==> config.mk <==
export PLATFORM = sky130hd
export DESIGN_NAME = clock_ratio_monitor
export DESIGN_NICKNAME = d
export VERILOG_FILES = /design/src/rtl/clk_div_pkg.sv /design/src/rtl/sync_2ff.sv /design/src/rtl/clock_ratio_monitor.sv
export SDC_FILE = /design/constraint.sdc
export NUM_CORES = 1
export LEC_CHECK = 0
export BUFFER_PORTS_ARGS = -buffer_cell sky130_fd_sc_hd__buf_2
export CAP_MARGIN = 20
export CORE_UTILIZATION = 60
export CTS_CLUSTER_SIZE = 14
export DETAILED_ROUTE_END_ITERATION = 12
export PLACE_DENSITY = 0.8
export SYNTH_ARGS = -nofsm -noshare
export SYNTH_HDL_FRONTEND = slang
export SYNTH_SLANG_ARGS = --single-unit
==> constraint.sdc <==
create_clock -name I_ref_clk -period 8.95 [get_ports I_ref_clk]
set_clock_uncertainty 0.15 [all_clocks]
set_input_delay 1.79 -clock I_ref_clk [delete_from_list [all_inputs] [get_ports I_ref_clk]]
set_output_delay 1.79 -clock I_ref_clk [all_outputs]
set_load 0.005 [all_outputs]
==> src/rtl/clk_div_pkg.sv <==
// Shared definitions for the integer clock divider and its ratio monitor.
package clk_div_pkg;

    // Default width of period/high counters and of the ratio input.
    localparam int CNT_W_DEF = 32;

    // Ratios at or below this value mean the divider is bypassed.
    localparam int RATIO_BYPASS_MAX = 1;

    // Monitor measurement states.
    typedef enum logic [1:0] {
        ST_IDLE = 2'd0,
        ST_ACQ  = 2'd1,
        ST_MEAS = 2'd2
    } mon_state_e;

endpackage

==> src/rtl/sync_2ff.sv <==
// Two-flop single-bit synchronizer with synchronous active-low reset.
module sync_2ff (
    input  logic i_clk,
    input  logic i_rst_n,
    input  logic i_d,
    output logic o_q
);

    logic r_meta;
    logic r_sync;

    // Shift the asynchronous input through two flops.
    always_ff @(posedge i_clk) begin
        if (!i_rst_n) begin
            r_meta <= 1'b0;
            r_sync <= 1'b0;
        end else begin
            r_meta <= i_d;
            r_sync <= r_meta;
        end
    end

    assign o_q = r_sync;

endmodule

==> src/rtl/clock_ratio_monitor.sv <==
// Clock ratio monitor: samples a divided clock in the reference domain,
// measures period and high time, and reports lock / mismatch / stuck.
// Optional duty-cycle checking is enabled by defining
// CLOCK_RATIO_MONITOR_DUTY_CHECK_EN.
// o_valid is a one-cycle pulse with no back-pressure: o_meas_* are
// stable from the o_valid cycle until the next o_valid.
module clock_ratio_monitor
    import clk_div_pkg::*;
#(
    parameter int CNT_W      = CNT_W_DEF,
    parameter int LOCK_COUNT = 4
) (
    input  logic             I_ref_clk,
    input  logic             I_rst_n,
    input  logic             I_mon_clk,
    input  logic             I_mon_en,
    input  logic [CNT_W-1:0] I_expected_ratio,
    output logic [CNT_W-1:0] o_meas_period,
    output logic [CNT_W-1:0] o_meas_high,
    output logic             o_valid,
    output logic             o_lock,
    output logic             o_mismatch,
    output logic             o_stuck
);

    localparam int               MC_W        = $clog2(LOCK_COUNT + 1);
    localparam logic [MC_W-1:0]  LOCK_TARGET = MC_W'(LOCK_COUNT);
    localparam logic [CNT_W-1:0] CNT_MAX     = '1;
    localparam logic [CNT_W-1:0] CNT_ONE     = {{(CNT_W-1){1'b0}}, 1'b1};

    mon_state_e       r_state;
    logic [CNT_W-1:0] r_ratio;
    logic [CNT_W-1:0] r_cnt;
    logic [CNT_W-1:0] r_hcnt;
    logic [MC_W-1:0]  r_match_cnt;
    logic [CNT_W-1:0] r_meas_period;
    logic [CNT_W-1:0] r_meas_high;
    logic             r_valid;
    logic             r_lock;
    logic             r_mismatch;
    logic             r_stuck;
    logic             r_sync_d;

    logic             w_sync;
    logic             w_rise;
    logic             w_ratio_chg;
    logic             w_cmp_en;
    logic [CNT_W:0]   w_twice_ratio;
    logic             w_over;
    logic             w_duty_ok;
    logic             w_period_ok;
    logic [MC_W-1:0]  w_match_inc;

    sync_2ff u_sync (
        .i_clk   (I_ref_clk),
        .i_rst_n (I_rst_n),
        .i_d     (I_mon_clk),
        .o_q     (w_sync)
    );

    // Delayed copy of the synchronized clock for rising-edge detection.
    always_ff @(posedge I_ref_clk) begin
        if (!I_rst_n) begin
            r_sync_d <= 1'b0;
        end else begin
            r_sync_d <= w_sync;
        end
    end

    assign w_rise        = w_sync & ~r_sync_d;
    assign w_ratio_chg   = (I_expected_ratio != r_ratio);
    assign w_cmp_en      = (r_ratio > CNT_W'(RATIO_BYPASS_MAX));
    assign w_twice_ratio = {r_ratio, 1'b0};
    assign w_over        = ({1'b0, r_cnt} > w_twice_ratio);

`ifdef CLOCK_RATIO_MONITOR_DUTY_CHECK_EN
    logic [CNT_W-1:0] w_half_lo;
    logic [CNT_W-1:0] w_half_hi;
    // High time must be floor or ceil of half the ratio.
    assign w_half_lo = r_ratio >> 1;
    assign w_half_hi = w_half_lo + {{(CNT_W-1){1'b0}}, r_ratio[0]};
    assign w_duty_ok = (r_hcnt == w_half_lo) || (r_hcnt == w_half_hi);
`else
    assign w_duty_ok = 1'b1;
`endif

    // A saturated counter never counts as a match.
    assign w_period_ok = (r_cnt == r_ratio) && (r_cnt != CNT_MAX) && w_duty_ok;
    assign w_match_inc = (r_match_cnt == LOCK_TARGET) ? r_match_cnt
                                                      : r_match_cnt + 1'b1;

    // Measurement FSM with registered status outputs; disable and ratio
    // change take priority over edge processing.
    always_ff @(posedge I_ref_clk) begin
        if (!I_rst_n) begin
            r_state       <= ST_IDLE;
            r_ratio       <= '0;
            r_cnt         <= '0;
            r_hcnt        <= '0;
            r_match_cnt   <= '0;
            r_meas_period <= '0;
            r_meas_high   <= '0;
            r_valid       <= 1'b0;
            r_lock        <= 1'b0;
            r_mismatch    <= 1'b0;
            r_stuck       <= 1'b0;
        end else begin
            r_ratio    <= I_expected_ratio;
            r_valid    <= 1'b0;
            r_mismatch <= 1'b0;
            if (!I_mon_en) begin
                r_state     <= ST_IDLE;
                r_match_cnt <= '0;
                r_lock      <= 1'b0;
                r_stuck     <= 1'b0;
            end else if (w_ratio_chg) begin
                // Discard the partial period measured against the old ratio.
                r_state     <= ST_ACQ;
                r_match_cnt <= '0;
                r_lock      <= 1'b0;
                r_stuck     <= 1'b0;
            end else begin
                case (r_state)
                    ST_IDLE: begin
                        r_state <= ST_ACQ;
                    end
                    ST_ACQ: begin
                        if (w_rise) begin
                            r_cnt   <= CNT_ONE;
                            r_hcnt  <= CNT_ONE;
                            r_state <= ST_MEAS;
                        end
                    end
                    ST_MEAS: begin
                        if (w_rise) begin
                            r_meas_period <= r_cnt;
                            r_meas_high   <= r_hcnt;
                            r_valid       <= 1'b1;
                            r_cnt         <= CNT_ONE;
                            r_hcnt        <= CNT_ONE;
                            r_stuck       <= 1'b0;
                            if (w_cmp_en) begin
                                if (w_period_ok) begin
                                    r_match_cnt <= w_match_inc;
                                    r_lock      <= (w_match_inc == LOCK_TARGET);
                                end else begin
                                    r_mismatch  <= 1'b1;
                                    r_match_cnt <= '0;
                                    r_lock      <= 1'b0;
                                end
                            end
                        end else begin
                            if (r_cnt != CNT_MAX) begin
                                r_cnt <= r_cnt + 1'b1;
                            end
                            if (w_sync && (r_hcnt != CNT_MAX)) begin
                                r_hcnt <= r_hcnt + 1'b1;
                            end
                            if (w_cmp_en && w_over) begin
                                r_stuck <= 1'b1;
                                r_lock  <= 1'b0;
                            end
                        end
                    end
                    default: begin
                        r_state <= ST_IDLE;
                    end
                endcase
            end
        end
    end

    assign o_meas_period = r_meas_period;
    assign o_meas_high   = r_meas_high;
    assign o_valid       = r_valid;
    assign o_lock        = r_lock;
    assign o_mismatch    = r_mismatch;
    assign o_stuck       = r_stuck;

endmodule

==> impl_metrics.ini <==
[outcome]
status = finished clean

[timing]
fin_tns_setup_ns = 0
rsz0062_at_grt = no
slew_headroom_pct = 27.01
hold_violations = 0
tightest_slew_ns = 1.085
period_share_pct = 53.49
final-setup-viol-count = 0
max_freq_ghz = 0.2089
fin_crit_ns = 4.787
slew_violations = 0

[logic_synthesis]
synth_commonest_cells = nand2_1 (178), dfxtp_1 (172), a21oi_1 (136)
synth.most_common_cell = nand2_1
synth_top_area_cell = dfxtp_1
synth_edf_count = 0
syn_area_sq_um = 8693
yosys_warnings = 0
syn-num-nets = 1159
synth_top_area_share_pct = 39.61
ys_seq_area_share_pct = 39.61
ys_ff_latch = 172
yosys-top-cells-area = dfxtp_1 (40%), a21oi_1 (7.8%), nand2_1 (7.7%)
synth_cell_types = 48
syn_avg_cell_area_sq_um = 8.012
synthCells = 1085
ys_async_sr_fraction_pct = 0
ys.flop_type = dfxtp_1

[clock_tree]
cts.htree.levels = 4
clock_path_buffers = 2
clkTransAtPathRegs_ns = 0.07
cts_made_buffers = 17
cts_hold_buf = 0
post_cts_buffers = 0
root_buffer = clkbuf_16
cts_resized = 0
clock-sinks = 172
cts_tree = done
worstSkewPairLatency_ns = 0.44

[pwr]
internal_power_mw = 1.254
p_switching_uw = 386.3
peakVddDrop_mv = 0.1340
clkPwrFrac_pct = 47.3
swShare_pct = 23.56
seq_power_share_pct = 48.1
combPwrFrac_pct = 4.7
power_density_nw_per_um2 = 167.1
leakage_nw = 3.641

[floorplanning]
die_h_um = 122.4
pin_count = 104
rows = 43
die_width_um = 122.4
dieArea_sq_um = 14970
initial_core_util_pct = 62.15
core_area_sq_um = 13990

[final_layout]
fin_util_pct = 70.17
regArea_sq_um = 3443
layout-drive-gt1-share_pct = 12.71
nets = 1225
diodes = 0
num-fill-cells = 1197
syn_to_final_growth_pct = 12.91
multi_input_area_sq_um = 4790

[worst_setup_path]
cp-start-kind = input pin
cp.required_ns = 9.15
critPathMaxFanout = 13
critPathCaptureType = register
critPathKind = in2reg
r2r-start = r_cnt[1]$_SDFFE_PN0P_
startpoint = I_expected_ratio[25]
worstPathArrival_ns = 4.99

[detailed_routing]
via_per_inst = 6.027
drt-pass1-iter-count = 5
ant_nets = 0
wl_per_cell_um = 16.51
drc = 0
via_count = 8100
drt_iter0_drc = 921
wl_mm = 22.19

[hold_path]
hp-class = reg2reg
hp-start = o_meas_period[16]$_SDFFE_PN0P_

[global_route]
grtUsageTotal_pct = 30.48
antenna_found_initial = 0
grt-ovfl-total = 0
grt_pass1_vias = 7091
grt_max_degree = 65
grt_pass1_wl_mm = 35.80

[placed_design]
io_buffers = 103
place.gp.congestion = 0.8830
hpwl_mm = 15.38

[job]
maxCapViolations = 0
## state kept, by name, summed over array words and instances (netlist names)
| signal | count |
|---|---|
| r_ratio | 32 |
| r_match_cnt | 3 |
| o_lock | 1 |
| o_mismatch | 1 |
| u_sync.o_q | 1 |
| u_sync.r_meta | 1 |
| o_stuck | 1 |
| r_cnt | 32 |
| o_valid | 1 |
| r_state | 2 |
| o_meas_high | 32 |
| o_meas_period | 32 |
| r_sync_d | 1 |
| r_hcnt | 32 |
## final cells by class
class                   count  area share [%]
flip-flops and latches    172           35.08
multi-input cells         805           48.80
clock buffers              18           4.372
repair buffers            109           5.813
clock inverters            14           1.887
inverters                  46           1.759
well taps                 180           2.294
## stage by stage
step	instances	hold WS (ns)	instance area (sq um)	power, mW	worst slack [ns]
detailed placement	1312	0.2902	9201	0.8809	3.892
floorplan	1085	0.2619	8693	0.8535	4.811
global placement	1310	0.2867	9176	0.8784	3.921
CTS	1344	0.2992	9816	1.647	4.304
finish	1344	0.2957	9816	1.640	4.163
global route	1344	0.3145	9816	1.690	4.121
## critical path, cell delays in order
cell,delay [ns]
buf_2,0.11
xor2_1,0.15
nor4_1,0.26
nor4bb_1,0.49
nand4_1,0.64
nor3_2,1.02
a41oi_1,0.25
a211oi_1,0.28
## per-layer routing
layer  vias up  global-route usage (%)  share of wire (%)  routed length, um
li1       3919                       -                  -                  -
met1      3814                   44.26                 46              10270
met2       331                   45.22                 44               9823
met5         -                       0                  0                  0
met3        36                   5.716                7.7               1701
met4         0                   9.832                1.8                395
## final timing paths
path,to,slack [ns],depth (start not counted)
hold / removal,o_meas_period[16]$_SDFFE_PN0P_,0.30,2
setup reg to reg,r_cnt[30]$_SDFFE_PN0P_,5.10,8
setup / recovery,r_hcnt[22]$_SDFFE_PN0P_,4.16,8
hold reg to reg,o_meas_period[16]$_SDFFE_PN0P_,0.30,2
## power groups by stage
stage / Clock [mW] / Sequential [mW] / Combinational [mW]
floorplan: 0 / 0.800 / 0.0538
global placement: 0 / 0.805 / 0.0735
detailed placement: 0 / 0.805 / 0.0757
CTS: 0.783 / 0.788 / 0.0760
global route: 0.817 / 0.789 / 0.0847
finish: 0.775 / 0.788 / 0.0764
## cell usage in the layout, fill, tap and decap left out, types with 6 or more instances in the layout
cell type and count:
inv_1 45, o21a_1 7, xnor2_1 67, buf_2 104, nand3_1 32, nor4_1 20
nor3_1 23, nand4b_1 7, nand2_1 177, o22ai_1 6, ha_1 38, o21ai_0 37
nand3b_1 8, nand4_1 41, o211ai_1 8, and3_1 9, or3_1 19, clkbuf_16 17
a21oi_1 136, xor2_1 11, nor2_1 48, and4_1 8, and2_1 45, a31oi_1 8
dfxtp_1 172, or4_1 9
## logic make-up (layout without fill, tap and decap cells)
| logic type | after synthesis | count (layout) | share of synthesized area, % |
|---|---|---|---|
| AOI/OAI and AO/OA | 224 | 224 | 14.26 |
| xor gates and xnor gates | 78 | 78 | 7.858 |
| adders and majority gates | 38 | 38 | 5.469 |
| buffers and inverters | 108 | 187 | 5.397 |
| DFF | 172 | 172 | 39.61 |
| muxes | 4 | 4 | 0.4606 |
| and+or+nand+nor | 461 | 461 | 26.94 |
No activity file was read; power rests on OpenSTA's default activity.
